## src/rtl/program_loader.sv

```systemverilog
// Host-side instruction-memory loader: byte stream in, 16-bit words out,
// trailing XOR checksum, and a CPU hold while a load is pending or bad.
module program_loader #(
  parameter int ADDR_W    = 16,
  parameter int BASE_ADDR = 0,
  parameter int MAX_WORDS = 256
) (
  input  logic              clk,
  input  logic              rst,
  input  logic              start,
  input  logic [7:0]        rx_data,
  input  logic              rx_valid,
  output logic              rx_ready,
  output logic [ADDR_W-1:0] mem_address,
  output logic [15:0]       mem_data,
  output logic              mem_wren,
  output logic              busy,
  output logic              done,
  output logic              error,
  output logic              cpu_hold,
  output logic [15:0]       words_loaded
);

  typedef enum logic [3:0] {
    S_IDLE,
    S_LEN_H,
    S_LEN_L,
    S_DATA_H,
    S_DATA_L,
    S_WRITE,
    S_CHECK,
    S_DONE,
    S_ERR
  } state_t;

  localparam logic [ADDR_W-1:0] BASE = ADDR_W'(BASE_ADDR);
  localparam logic [16:0] MAX_N = 17'(MAX_WORDS);

  state_t      state, state_nx;
  logic [15:0] count;
  logic [15:0] index;
  logic [7:0]  csum;
  logic [7:0]  hi;
  logic        acc;
  logic        restart;
  logic [15:0] n_len;

  assign acc   = rx_valid & rx_ready;
  assign n_len = {count[15:8], rx_data};
  assign restart = start & ((state == S_IDLE) |
                            (state == S_DONE) |
                            (state == S_ERR));

  // State register; reset drops mem_wren at once via the state decode.
  always_ff @(posedge clk or negedge rst) begin
    if (!rst) state <= S_IDLE;
    else      state <= state_nx;
  end

  // Next-state and state-decoded outputs.
  always_comb begin
    state_nx = state;
    rx_ready = 1'b0;
    mem_wren = 1'b0;
    busy     = 1'b0;
    done     = 1'b0;
    error    = 1'b0;
    cpu_hold = 1'b1;
    unique case (state)
      S_IDLE: begin
        cpu_hold = 1'b0;
        if (start) state_nx = S_LEN_H;
      end
      S_LEN_H: begin
        rx_ready = 1'b1;
        busy     = 1'b1;
        if (rx_valid) state_nx = S_LEN_L;
      end
      S_LEN_L: begin
        rx_ready = 1'b1;
        busy     = 1'b1;
        if (rx_valid) begin
          if ({1'b0, n_len} > MAX_N) state_nx = S_ERR;
          else if (n_len == 16'd0)   state_nx = S_CHECK;
          else                       state_nx = S_DATA_H;
        end
      end
      S_DATA_H: begin
        rx_ready = 1'b1;
        busy     = 1'b1;
        if (rx_valid) state_nx = S_DATA_L;
      end
      S_DATA_L: begin
        rx_ready = 1'b1;
        busy     = 1'b1;
        if (rx_valid) state_nx = S_WRITE;
      end
      S_WRITE: begin
        mem_wren = 1'b1;
        busy     = 1'b1;
        if (index == count - 16'd1) state_nx = S_CHECK;
        else                        state_nx = S_DATA_H;
      end
      S_CHECK: begin
        rx_ready = 1'b1;
        busy     = 1'b1;
        if (rx_valid) begin
          if (rx_data == csum) state_nx = S_DONE;
          else                 state_nx = S_ERR;
        end
      end
      S_DONE: begin
        done     = 1'b1;
        cpu_hold = 1'b0;
        if (start) state_nx = S_LEN_H;
      end
      S_ERR: begin
        error = 1'b1;
        if (start) state_nx = S_LEN_H;
      end
      default: state_nx = S_IDLE;
    endcase
  end

  // Datapath: length, word assembly, checksum, write address and counters.
  always_ff @(posedge clk or negedge rst) begin
    if (!rst) begin
      count        <= '0;
      index        <= '0;
      csum         <= '0;
      hi           <= '0;
      mem_address  <= '0;
      mem_data     <= '0;
      words_loaded <= '0;
    end else begin
      if (restart) begin
        index        <= '0;
        csum         <= '0;
        words_loaded <= '0;
      end
      if (acc && state != S_CHECK) csum <= csum ^ rx_data;
      if (acc && state == S_LEN_H) count[15:8] <= rx_data;
      if (acc && state == S_LEN_L) count[7:0] <= rx_data;
      if (acc && state == S_DATA_H) hi <= rx_data;
      if (acc && state == S_DATA_L) begin
        mem_data    <= {hi, rx_data};
        mem_address <= BASE + ADDR_W'(index);
      end
      if (state == S_WRITE) begin
        index <= index + 16'd1;
        if (words_loaded != 16'hFFFF)
          words_loaded <= words_loaded + 16'd1;
      end
    end
  end

endmodule

```

## config.mk

```make
export PLATFORM = sky130hd
export DESIGN_NAME = program_loader
export DESIGN_NICKNAME = d
export VERILOG_FILES = /design/src/rtl/program_loader.sv
export SDC_FILE = /design/constraint.sdc
export NUM_CORES = 1
export LEC_CHECK = 0
export CAP_MARGIN = 15
export CORE_ASPECT_RATIO = 1.25
export CORE_MARGIN = 2
export CORE_UTILIZATION = 55
export DETAILED_ROUTE_END_ITERATION = 7
export PLACE_DENSITY = 0.83
export SLEW_MARGIN = 10
export SYNTH_ARGS = -nofsm -noshare
export SYNTH_HDL_FRONTEND = slang
export SYNTH_SLANG_ARGS = --single-unit
```

## constraint.sdc

```tcl
create_clock -name clk -period 2.8 [get_ports clk]
set_input_delay 0.42 -clock clk [delete_from_list [all_inputs] [get_ports clk]]
set_output_delay 0.42 -clock clk [all_outputs]
set_load 0.02 [all_outputs]
```

==> metrics.md, run 1 <==
| Metric | Value |
|---|---|
| Status | finished, final reports clean |
| RSZ-0062 raised after global routing | no |
| Post-synthesis net count | 490 |
| Ys async rst share | 1.00 |
| Commonest cells post-synth | dfrtp_1, mux2_2, nand2_1 |
| DRC violations left | 0 |
| Dpl ws | 0.304 ns |
| Element type at the critical path end | primary output |
| Fill cells | approximately 700 |
| Layout cells sized above 1 | 0.181 |
| Starting Density | 0.560 |
| Crit Path Category | reg -> out |
| Final setup fails | 0 |
| Cts repair resizes | 0 |
| GRT overflow | 0 |
| Slew Limit Fails | 0 |
| CTS clk-pin slew, worst paths | 0.07 ns |
| Min setup slack post-route | approximately 0.15 ns |
| Ys flop type | dfrtp_1 |
| Area grow syn2layout | 22.3% |
| Min Tclk post-route | 2.65 ns |
| CTS tree | built |
| WL final | 11,100 um |
| Initial antenna violation count | 0 |
| Startpoint types | register |
| Final Non-Filler Cells | 676 |
| Longest Clk Path Bufs | 2 |
| Global-route wire length before repair | around 19,000 um |
| Nets | about 560 |
| Cell Rows | 39 |
| Leak | around 2.6 nW |
| Worst slew margin relative to its limit | 0.582 |
| Pin count of the biggest net entering global routing | 60 |
| DP Cell Count | ~660 |
| Root buffer cell | clkbuf_16 |
| Fmax | ~380 MHz |
| Num CTS Buffers | 9 |
| Class of the worst hold path | in -> async |
| Drt wl/cell | 16.4 um |
| Die H | about 110 um |
| Register-to-Register Path Depth | 8 |
| Cell taking the most area after synthesis | dfrtp_1 |
| Initial DRC Count | 260 |
| IO Pins | 66 |
| Top-count cell post-synth | dfrtp_1 |
| FF+latch count, synth | 100 |
| Crit path arrival time | between 2 and 2.5 ns |
| Synth warn | 0 |
| Worst skew pair latency | ~0.35 ns |
| Post-Syn Instances | roughly 480 |
| Area of the multi-input gates | around 2500 um2 |
| Post-synth top area share | 0.493 |
| Global Route Usage Sum | 0.232 |
| Final GP Congestion | ~0.87 |
| Max cap viols | 0 |
| Final hold vios | 0 |
| DRT antenna net count | 0 |
| Slew @ Worst Pin | just over 0.6 ns |
| H-tree levels | 3 |
| Detail Placement HPWL | between 7000 and 8000 um |
| Fin crit share | 0.948 |
| Via count | around 4,000 |
| Core Area | 9080 um2 |
| Area after DPL | ~5900 um2 |
| Die Area | 10,000 um2 |
| Synth top area cells | dfrtp_1, mux2_2, xnor2_1 |
| Storage element area | about 2500 um2 |
| PwrDens | 969 nW/um2 |
| CTS Sinks | 100 |
| Post-CTS Setup Inserts | 0 |
| Die Span X | roughly 90 um |
| Antenna diodes | 0 |
| Peak supply drop | between 0.0006 and 0.0007 V |
| Final setup TNS | 0 ns |
| Yosys cell types | 55 |
| Setup Skew | between 0.006 and 0.007 ns |
| Final instance area | ~6200 um2 |
| Vias in the first global route | just under 4,000 |
| Synthesized area | between 5000 and 6000 um2 |
| CTS Hold Bufs | 0 |
| Seq/Total Area, Yosys | 0.493 |
| IO Port Bufs | 65 |
| EDFF count, synth | 0 |
| Router iterations before antenna repair | 5 |
| Worst Path Required | ~2.4 ns |
| Crit Path Max Fanout | 17 |
| Mean Syn Cell Area | between 10 and 15 um2 |
| Via-to-Cell Ratio | 5.75 |
-- final timing paths --
kind	from	to	slack, ns
hold / removal	rst	words_loaded[3]$_DFF_PN0_	0.06
setup reg to reg	state[0]$_DFFE_PN0P_	index[15]$_DFFE_PN0P_	0.41
min in group clk	mem_address[14]$_DFFE_PN0P_	mem_address[14]$_DFFE_PN0P_	0.49
hold reg to reg	mem_address[14]$_DFFE_PN0P_	mem_address[14]$_DFFE_PN0P_	0.49
max in group asynchronous	rst	count[14]$_DFFE_PN0P_	2.04
setup / recovery	state[0]$_DFFE_PN0P_	cpu_hold	0.15
-- sequential cells by signal (all words and copies together), names as in the netlist --
register and flops:
count 16, csum 8, hi 8, index 16
mem_address 16, mem_data 16, state 4, words_loaded 16
-- layout by cell type (no fill, tap or decap), types with 5 or more instances in the layout --
cell type	netlist	layout
a21oi_1	11	11
and3_1	5	5
buf_4	0	17
clkbuf_16	0	9
clkdlybuf4s50_1	0	64
dfrtp_1	100	100
inv_1	5	5
mux2_2	57	57
mux2i_1	8	8
nand2_1	48	48
nand2b_1	11	11
nand3_1	18	18
nand4_1	10	10
nor2_1	25	25
nor3_1	8	8
nor4_1	7	7
o21ai_0	35	34
o21ai_1	4	5
o22ai_1	5	5
xnor2_1	25	25
xor2_1	14	14
-- through the flow --
| stage | hold slack [ns] | utilization | power [mW] |
|---|---|---|---|
| after floorplan | 0.124 | - | 3.94 |
| after CTS | 0.0766 | 0.685 | 6.06 |
| after global routing | 0.0992 | 0.685 | 6.38 |
| after global placement | 0.447 | 0.655 | 4.78 |
| final | 0.0579 | 0.685 | 6.02 |
| after detailed placement | 0.447 | 0.655 | 4.90 |
-- cell families after synthesis --
family / share of synthesized area
AND/OR/NAND/NOR: 0.175
AO/OA/AOI/OAI: 0.0943
adder cells (fa/ha/maj): 0.00739
multiplexers: 0.144
flip-flops: 0.493
XOR/XNOR: 0.0672
buffers and inverters: 0.0192
-- metal layers --
metal | routed length (um) | track usage | part of all wire | vias to the layer above
li1 | - | - | - | 1857
met1 | 4740 | 0.290 | 0.43 | 1924
met2 | 5690 | 0.399 | 0.51 | 94
met3 | 459 | 0.0487 | 0.041 | 15
met4 | 216 | 0.0892 | 0.019 | 0
met5 | 0 | 0 | 0 | -
-- where the power goes --
| group | switching, mW | internal [mW] | total, mW | leakage (nW) |
|---|---|---|---|---|
| logic | 1.21 | 1.29 | 2.50 | 1.17 |
| registers | 0.479 | 1.91 | 2.39 | 1.30 |
| clock network | 0.532 | 0.601 | 1.13 | 0.125 |
-- layout make-up --
class                           count  area share
Multi-Input combinational cell    350       0.399
Inverter                            6     0.00362
Timing Repair Buffer               82       0.127
Sequential cell                   100       0.403
Clock inverter                      5     0.00604
Clock buffer                       10      0.0369
Tap cell                          123      0.0248
-- critical path: stages (launching register included) --
cell and delay, ns:
dfrtp_1 0.56, nor3_1 0.41, a21oi_1 0.09, or2_2 0.29, clkdlybuf4s50_1 0.54
Power figures use the tool's default switching activity.
==> run 2: changes to the inputs <==
SLEW_MARGIN = 20   (was 10)
==> results of run 2 <==
Final layout, timing and power as in run 1 (identical DEF).
